### src/rtl/si_quant_pkg.sv
// Shared types and helpers for the si_requant_pipe requantizer.
package si_quant_pkg;

  localparam int M0_FRAC_BITS = 32;
  localparam int SHIFT_W      = 5;
  localparam int OFF_W        = 32;

  // Offset is kept sign-extended to OFF_W so the entry layout does not depend on N_OUT.
  typedef struct packed {
    logic [M0_FRAC_BITS-1:0] m0;
    logic [SHIFT_W-1:0]      shift;
    logic [OFF_W-1:0]        offset;
  } cfg_t;

  function automatic int sat_min(input int n_out);
    return -(32'sd1 <<< (n_out - 1));
  endfunction

  function automatic int sat_max(input int n_out);
    return (32'sd1 <<< (n_out - 1)) - 32'sd1;
  endfunction

endpackage

### src/rtl/si_round_sat.sv
// Combinational last stage: round half away from zero, restore sign, add zero-point, clamp.
module si_round_sat
  import si_quant_pkg::*;
#(
  parameter int N_IN  = 32,
  parameter int N_OUT = 8
) (
  input  logic [N_IN+M0_FRAC_BITS-1:0] i_prod,
  input  logic                         i_sign,
  input  logic [SHIFT_W-1:0]           i_shift,
  input  logic signed [OFF_W-1:0]      i_offset,
  output logic [N_OUT-1:0]             o_data,
  output logic                         o_sat
);

  localparam int PW = N_IN + M0_FRAC_BITS;
  localparam int RW = PW + 2;
  localparam logic signed [RW-1:0] L_MIN = RW'(sat_min(N_OUT));
  localparam logic signed [RW-1:0] L_MAX = RW'(sat_max(N_OUT));

  logic [PW-1:0]        w_half;
  logic [PW:0]          w_q;
  logic signed [RW-1:0] w_qs;
  logic signed [RW-1:0] w_v;
  logic signed [RW-1:0] w_off;
  logic signed [RW-1:0] w_r;

  // Stop one bit early so the LSB is the rounding bit and the rest is the truncated quotient.
  assign w_half = i_prod >> ({2'b00, i_shift} + 7'd31);
  assign w_q    = {1'b0, w_half[PW-1:1]} + {{PW{1'b0}}, w_half[0]};
  assign w_qs   = $signed({1'b0, w_q});
  assign w_v    = i_sign ? -w_qs : w_qs;
  assign w_off  = {{(RW-OFF_W){i_offset[OFF_W-1]}}, i_offset};
  assign w_r    = w_v + w_off;

  // Clamp to the signed output range and flag clipping.
  always_comb begin
    o_data = w_r[N_OUT-1:0];
    o_sat  = 1'b0;
    if (w_r < L_MIN) begin
      o_data = L_MIN[N_OUT-1:0];
      o_sat  = 1'b1;
    end else if (w_r > L_MAX) begin
      o_data = L_MAX[N_OUT-1:0];
      o_sat  = 1'b1;
    end else begin
      o_data = w_r[N_OUT-1:0];
      o_sat  = 1'b0;
    end
  end

endmodule

### src/rtl/si_requant_pipe.sv
// Three-stage streaming requantizer with per-channel M0/SHIFT/OFFSET and valid/ready on both sides.
// Optional saturation counter enabled by defining SI_REQUANT_SATCNT_EN.
module si_requant_pipe
  import si_quant_pkg::*;
#(
  parameter int          N_IN       = 32,
  parameter int          N_OUT      = 8,
  parameter int          N_CH       = 4,
  parameter logic [31:0] DEF_M0     = 32'd1932735283,
  parameter int          DEF_SHIFT  = 10,
  parameter int          DEF_OFFSET = 22
) (
  input  logic                    clk,
  input  logic                    reset,
  input  logic                    in_valid,
  output logic                    in_ready,
  input  logic [N_IN-1:0]         in_data,
  input  logic [$clog2(N_CH)-1:0] in_ch,
  output logic                    out_valid,
  input  logic                    out_ready,
  output logic [N_OUT-1:0]        out_data,
  output logic [$clog2(N_CH)-1:0] out_ch,
  input  logic                    cfg_we,
  input  logic [$clog2(N_CH)-1:0] cfg_ch,
  input  logic [31:0]             cfg_m0,
  input  logic [4:0]              cfg_shift,
  input  logic [N_OUT-1:0]        cfg_offset,
  output logic [15:0]             sat_count
);

  localparam int CH_W = $clog2(N_CH);
  localparam int PW   = N_IN + M0_FRAC_BITS;
  localparam logic [CH_W:0] L_NCH = (CH_W+1)'(N_CH);
  localparam cfg_t L_DEF = '{
    m0:     DEF_M0,
    shift:  SHIFT_W'(DEF_SHIFT),
    offset: OFF_W'(DEF_OFFSET)
  };

  cfg_t              r_cfg [N_CH];
  cfg_t              w_rd_cfg;
  logic [CH_W-1:0]   w_rd_idx;
  logic [N_IN-1:0]   w_mag;
  logic              w_adv;

  logic              r_s1_valid;
  logic              r_s1_sign;
  logic [N_IN-1:0]   r_s1_mag;
  logic [CH_W-1:0]   r_s1_ch;
  cfg_t              r_s1_cfg;

  logic              r_s2_valid;
  logic              r_s2_sign;
  logic [PW-1:0]     r_s2_prod;
  logic [SHIFT_W-1:0] r_s2_shift;
  logic [OFF_W-1:0]  r_s2_offset;
  logic [CH_W-1:0]   r_s2_ch;

  logic              r_out_valid;
  logic [N_OUT-1:0]  r_out_data;
  logic [CH_W-1:0]   r_out_ch;

  logic [N_OUT-1:0]  w_data;
  logic              w_sat;

  assign w_adv     = !r_out_valid || out_ready;
  assign in_ready  = w_adv;
  assign out_valid = r_out_valid;
  assign out_data  = r_out_data;
  assign out_ch    = r_out_ch;

  // Out-of-range channels fall back to entry 0; the tag itself is passed through untouched.
  assign w_rd_idx = ({1'b0, in_ch} < L_NCH) ? in_ch : {CH_W{1'b0}};
  assign w_rd_cfg = r_cfg[w_rd_idx];
  assign w_mag    = in_data[N_IN-1] ? (~in_data + {{(N_IN-1){1'b0}}, 1'b1}) : in_data;

  // Per-channel configuration file; a same-cycle write is seen only by later samples.
  always_ff @(posedge clk or posedge reset) begin
    if (reset) begin
      for (int i = 0; i < N_CH; i++) begin
        r_cfg[i] <= L_DEF;
      end
    end else if (cfg_we && ({1'b0, cfg_ch} < L_NCH)) begin
      r_cfg[cfg_ch] <= '{
        m0:     cfg_m0,
        shift:  cfg_shift,
        offset: OFF_W'($signed(cfg_offset))
      };
    end
  end

  // Lock-step pipeline: every stage advances together whenever the output can move.
  always_ff @(posedge clk or posedge reset) begin
    if (reset) begin
      r_s1_valid  <= 1'b0;
      r_s1_sign   <= 1'b0;
      r_s1_mag    <= {N_IN{1'b0}};
      r_s1_ch     <= {CH_W{1'b0}};
      r_s1_cfg    <= L_DEF;
      r_s2_valid  <= 1'b0;
      r_s2_sign   <= 1'b0;
      r_s2_prod   <= {PW{1'b0}};
      r_s2_shift  <= {SHIFT_W{1'b0}};
      r_s2_offset <= {OFF_W{1'b0}};
      r_s2_ch     <= {CH_W{1'b0}};
      r_out_valid <= 1'b0;
      r_out_data  <= {N_OUT{1'b0}};
      r_out_ch    <= {CH_W{1'b0}};
    end else if (w_adv) begin
      r_s1_valid  <= in_valid;
      r_s1_sign   <= in_data[N_IN-1];
      r_s1_mag    <= w_mag;
      r_s1_ch     <= in_ch;
      r_s1_cfg    <= w_rd_cfg;
      r_s2_valid  <= r_s1_valid;
      r_s2_sign   <= r_s1_sign;
      r_s2_prod   <= {{M0_FRAC_BITS{1'b0}}, r_s1_mag} * {{N_IN{1'b0}}, r_s1_cfg.m0};
      r_s2_shift  <= r_s1_cfg.shift;
      r_s2_offset <= r_s1_cfg.offset;
      r_s2_ch     <= r_s1_ch;
      r_out_valid <= r_s2_valid;
      if (r_s2_valid) begin
        r_out_data <= w_data;
        r_out_ch   <= r_s2_ch;
      end
    end
  end

  si_round_sat #(
    .N_IN  (N_IN),
    .N_OUT (N_OUT)
  ) u_round_sat (
    .i_prod   (r_s2_prod),
    .i_sign   (r_s2_sign),
    .i_shift  (r_s2_shift),
    .i_offset (r_s2_offset),
    .o_data   (w_data),
    .o_sat    (w_sat)
  );

`ifdef SI_REQUANT_SATCNT_EN
  logic [15:0] r_sat_count;

  // Counts clipped results as they enter the output register, sticking at all-ones.
  always_ff @(posedge clk or posedge reset) begin
    if (reset) begin
      r_sat_count <= 16'h0000;
    end else if (w_adv && r_s2_valid && w_sat && (r_sat_count != 16'hFFFF)) begin
      r_sat_count <= r_sat_count + 16'h0001;
    end
  end

  assign sat_count = r_sat_count;
`else
  assign sat_count = 16'h0000;
`endif

endmodule
### config.mk
export PLATFORM = sky130hd
export DESIGN_NAME = si_requant_pipe
export DESIGN_NICKNAME = d
export VERILOG_FILES = /design/src/rtl/si_quant_pkg.sv /design/src/rtl/si_round_sat.sv /design/src/rtl/si_requant_pipe.sv
export SDC_FILE = /design/constraint.sdc
export NUM_CORES = 2
export LEC_CHECK = 0
export CAP_MARGIN = 20
export CORE_MARGIN = 2
export CORE_UTILIZATION = 33
export CTS_CLUSTER_SIZE = 30
export DETAILED_ROUTE_END_ITERATION = 6
export HOLD_SLACK_MARGIN = 0.15
export SLEW_MARGIN = 20
export SYNTH_ARGS = -nofsm -noshare
export SYNTH_HDL_FRONTEND = slang
export SYNTH_SLANG_ARGS = --single-unit
### constraint.sdc
create_clock -name clk -period 10.2 [get_ports clk]
set_input_delay 2.04 -clock clk [delete_from_list [all_inputs] [get_ports clk]]
set_output_delay 2.04 -clock clk [all_outputs]
set_load 0.03 [all_outputs]
[Yosys cells after proc, flatten, opt, wreduce, memory -nomap -nowiden]
Index checks and enable logic that the tools add are counted.
Word-level totals
  bits in registers: 497
  input port bits: 86
  word-level logic and storage cells: 57
Cells by class
  add/sub/neg operators: 5
  $mul: 1
  magnitude comparators: 5
  shift-type cells: 1
  muxes and demuxes: 10
  bitwise logic cells: 3
  reductions and logical operators: 4
Operators with widths (count)
  276-bit bitwise mux: 1
  69-bit 2-to-1 mux: 3
  69-bit binary-select mux with 2-bit select: 1
  69-bit demux with 2-bit select: 1
  66-bit by 32-bit adder with 66-bit output: 1
  66-bit by 8-bit > comparator with 1-bit output (second input constant): 1
  66-bit by 8-bit < comparator with 1-bit output (second input constant): 1
  66-bit 2-to-1 mux: 1
  65-bit negator with 66-bit output: 1
  63-bit by 1-bit adder with 64-bit output: 1
  32-bit by 32-bit multiplier with 64-bit output: 1
  64-bit by 7-bit >> shifter with 64-bit output: 1
  32-bit by 1-bit adder with 32-bit output (second input constant): 1
  32-bit 2-to-1 mux: 1
  32-bit inverter: 1
  8-bit 2-to-1 mux: 2
  5-bit by 5-bit adder with 6-bit output (second input constant): 1
  3-bit >= comparator (second input constant): 2
  2-bit inverter with 3-bit output: 2
  3-bit by 1-bit < comparator with 1-bit output (second input constant): 1
  2-bit AND reduction: 1
  1-bit logical AND: 1
  1-bit zero test: 1
  1-bit logical OR: 1

[Depth between registers and ports, before layout]
  word-level depth: 9
  gate-level depth with buffers: 39
  gate-level depth less buffers: 32

[Cells and area by module]
Synthesis repeated with hierarchy kept, for this count alone.
Second synthesis, totals
  cell total of the unflattened synthesis: 6265
  area total of the unflattened synthesis: 57766.7 µm²
Modules (own cells, without submodules)
  si_requant_pipe: times used 1, cells an instance 4894, area each 48038.6 µm², seq. area each 8971.1 µm²
  si_round_sat: times used 1, cells an instance 1371, area each 9728.1 µm², seq. area each 0.0 µm²

[Worst setup path after synthesis]
OpenSTA, ideal clock, no wires.
  kind: flip-flop to flip-flop
  from: register r_s2_shift[1]
  to: register r_out_data[0], in the netlist out_data[0]
  data arrival time: 8.472 ns
  slack: 1.641 ns
  stages on the path, launching flop included: 35
  path buffers: 8
  clock period less this slack: 8.559 ns
  cells stage by stage: dfrtp_1 buf_2 buf_4 buf_4 buf_2 buf_1 mux2_2 a22o_1 a21oi_1 ha_1 ha_1 nand4_1 nor2_2 nand3_2 xor2_1 nor3b_1 or4b_1 nand2b_1 buf_2 buf_1 o31a_1 ha_1 clkbuf_1 and4_1 nand3_1 or4_1 nor3_1 o211ai_1 and4_1 nor3_1 xnor2_1 or4_1 nor4_1 nor2_1 a22oi_1
Between the ends
  longest elaborated chain between the ends: 9
  elaborated cells between the ends (all ways): 10
RTL lines
  start: declaration: RTL line si_requant_pipe.sv:55  | logic [SHIFT_W-1:0] r_s2_shift;
  start signal: assignment: RTL line si_requant_pipe.sv:103  | r_s2_shift <= {SHIFT_W{1'b0}};
  start signal: assignment: RTL line si_requant_pipe.sv:118  | r_s2_shift <= r_s1_cfg.shift;
  5-bit by 5-bit adder with 6-bit output *: RTL line si_round_sat.sv:29  | assign w_half = i_prod >> ({2'b00, i_shift} + 7'd31);
  64-bit by 7-bit >> shifter with 64-bit output *: RTL line si_round_sat.sv:29
  63-bit by 1-bit adder with 64-bit output *: RTL line si_round_sat.sv:30  | assign w_q = {1'b0, w_half[PW-1:1]} + {{PW{1'b0}}, w_half[0]};
  65-bit negator with 66-bit output: RTL line si_round_sat.sv:32  | assign w_v = i_sign ? -w_qs : w_qs;
  66-bit 2-to-1 mux *: RTL line si_round_sat.sv:32
  66-bit by 32-bit adder with 66-bit output *: RTL line si_round_sat.sv:34  | assign w_r = w_v + w_off;
  66-bit by 8-bit > comparator with 1-bit output: RTL line si_round_sat.sv:43  | end else if (w_r > L_MAX) begin
  8-bit 2-to-1 mux: RTL line si_round_sat.sv:43
  8-bit 2-to-1 mux *: RTL line si_round_sat.sv:40  | if (w_r < L_MIN) begin
  end signal: assignment: RTL line si_requant_pipe.sv:107  | r_out_data <= {N_OUT{1'b0}};
  end signal: assignment: RTL line si_requant_pipe.sv:123  | r_out_data <= w_data;
  end: declaration: RTL line si_requant_pipe.sv:60  | logic [N_OUT-1:0] r_out_data;
Mark *: on every way between the ends. The rest lies on a longest branch, timed or not.
A chain may end at the register's enable or synchronous reset.

[Worst setup path after layout]
  from: register r_s2_shift[3]
  to: register r_out_data[0], in the netlist out_data[0]
The elaborated chain is that of the path after synthesis.

==> impl_metrics.yaml <==
run_status:
  outcome: "complete, no violations"
hold_path:
  worstHoldPathType: "register to register"
drt:
  drt_iter0_drc: 3246
  viasPerCell: 5.15
  wl_per_cell_um: 19.6
  dr.pass1.iters: 6
  num_vias: 41907
  antenna_left: 0
  post-route-drc-count: 0
  totalWireLength_mm: 159
cells_and_area:
  drive_above_1_share: 0.106
  final_cell_mix: "nand2_1 (1164), inv_1 (1029), fa_1 (896), ha_1 (330), and2_1 (294)"
  fin_nets: 7224
  num-fill-cells: 16905
  final_common_cell: "nand2_1"
  syn2layout_area_growth_pct: 8.22
floorplan:
  pin_count: 114
  fp-row-count: 149
  fp.dieArea_um2: 170000
  die_w_um: 412
  start_util: 0.333
  core_area_um2: 165000
  die_h_um: 412
setup_path:
  cp_max_fo: 37
  start_kind: "register"
  crit_slowest_cell: "dfrtp_2"
  worstPathRequired_ns: 10.70
  critical_path_arrival_ns: 9.89
  worstSetupPathType: "register to register"
  crit_top_cell: "ha_1"
  cp-end-kind: "register"
  max_stage_delay_ns: 0.84
timing:
  finalMaxSlewViolations: 0
  tns_ns: 0
  skew_ns: 0.0260
  setup_viol: 0
  finalCriticalPeriod_ns: 9.38
  slew_headroom: 0.278
  finalCritPeriodShare: 0.920
  finalHoldViolations: 0
  fmax_ghz: 0.107
  worst_slew_pin_slew_ns: 1.08
  rsz0062_at_grt: "false"
yosys:
  ys_seq_elements: 322
  avgSynthCellArea_um2: 9.14
  ys_seq_area_frac: 0.149
  synthArstFlopShare: 1.00
  ys.warnings.count: 0
  yosysUniqueCellTypes: 100
  synth_edf_count: 0
  syn_area_um2: 55000
  syn_inst: 6014
  synthFlopType: "dfrtp_1"
clock_tree:
  ctsHoldBuffers: 0
  clk_latency_ns: 0.60
  cts_max_path_buffers: 3
  cts-buffers-inserted: 40
  clock-root-buffer: "clkbuf_16"
  cts_sinks: 322
  cts_tree: "built"
  cts_max_level: 2
  post-cts-setup-buffer-count: 0
  post_cts_resized: 0
  cts.reportedPaths.clkPinSlew_ns: 0.06
place:
  dp_hpwl_mm: 124
  gp_congestion: 0.950
  port_buffers: 97
global_routing:
  overflow: 0
  grt_pass1_wl_mm: 257
  grt.total_usage: 0.190
  grt_pass1_vias: 44493
  antenna_found_initial: 4
  grt_max_degree: 178
run:
  max-cap-violations: 0
==> path summary, 6_finish.rpt <==
kind                       slack [ns]            end           from  depth (start not counted)
min in group asynchronous        1.99     r_cfg[202]          reset                          2
setup reg to reg                 0.82    out_data[0]  r_s2_shift[3]                         30
hold / removal                   0.45   r_s1_cfg[35]   r_s1_cfg[35]                          2
setup / recovery                 0.82    out_data[0]  r_s2_shift[3]                         30
max in group asynchronous        6.68  r_s2_shift[0]          reset                          3
hold reg to reg                  0.45   r_s1_cfg[35]   r_s1_cfg[35]                          2
==> synthesized netlist by cell type (30+ instances only) <==
library cell,number,share of area
a21oi_1,152,0.014
and2_1,294,0.033
xnor2_1,84,0.013
xor2_1,85,0.014
nand3_1,49,0.0045
nor2b_1,30,0.0034
dfrtp_1,212,0.097
clkbuf_1,305,0.021
fa_1,896,0.33
nand2_1,1164,0.079
nor2_1,139,0.0095
mux2i_1,30,0.0055
nor3_1,53,0.0048
ha_1,330,0.075
nand4_1,56,0.0064
inv_1,1031,0.070
mux4_2,89,0.036
a21o_1,54,0.0074
dfstp_2,110,0.053
mux2_2,206,0.042
o21ai_0,144,0.013
o31a_1,32,0.0051
==> cell type report <==
cell class,count,area (um^2),share of cell area
timing repair buffer,204,1830,0.0307
antenna,3,7.51,0.000126
sequential,322,8210,0.138
inverter,1033,3880,0.0653
tap,2189,2740,0.0460
multi-input combinational,4311,41400,0.696
clock buffer,52,1130,0.0189
clock inverter,22,269,0.00452
==> critical path, delay by kind of cell (launching register included) <==
| family | cells | cell delay [ns] |
|---|---|---|
| buf+inv | 3 | 0.61 |
| simple gates | 12 | 3.98 |
| mux | 3 | 0.70 |
| flops | 1 | 0.84 |
| fa+ha+maj | 3 | 0.96 |
| compound gates | 8 | 1.93 |
| xor+xnor | 1 | 0.27 |
==> routing by layer <==
| layer | wire length [um] | track usage | up-vias |
|---|---|---|---|
| met5 | 13 | 0 | - |
| met4 | 4130 | 0.0465 | 2 |
| met3 | 10200 | 0.0260 | 204 |
| met2 | 75300 | 0.316 | 1347 |
| met1 | 69800 | 0.262 | 21590 |
| li1 | - | - | 18764 |
==> state kept, by name (all words and copies together), names as in the netlist, 2 cells and up <==
name and cells:
r_s2_shift 5, r_cfg 180, r_s2_offset 8, r_s2_prod 33, r_s1_ch 2, r_s2_ch 2, r_s1_mag 32, r_s1_cfg 45
out_data 8, out_ch 2
==> logic make-up after synthesis <==
group | Yosys count | share of synthesized area
xor+xnor | 169 | 0.0269
buf+inv | 1396 | 0.0986
simple gates | 1944 | 0.163
other cells | 1 | 0.0000682
flops | 322 | 0.149
compound gates | 628 | 0.0754
mux | 328 | 0.0856
fa+ha+maj | 1226 | 0.401
==> metrics by stage <==
stage	setup WS (ns)	instances	hold WS, ns	utilization	area (um^2)
global route	0.0480	8133	0.482	0.360	59500
finish	0.818	8136	0.453	0.360	59500
CTS	0.863	8133	0.452	0.360	59500
floorplan	1.64	6029	0.435	-	55000
global placement	1.10	8059	0.443	0.352	58100
detailed placement	0.904	8059	0.444	0.352	58100
Power is not shown: default switching activity piles up to over one toggle a cycle in this logic, so the estimate is an artifact.
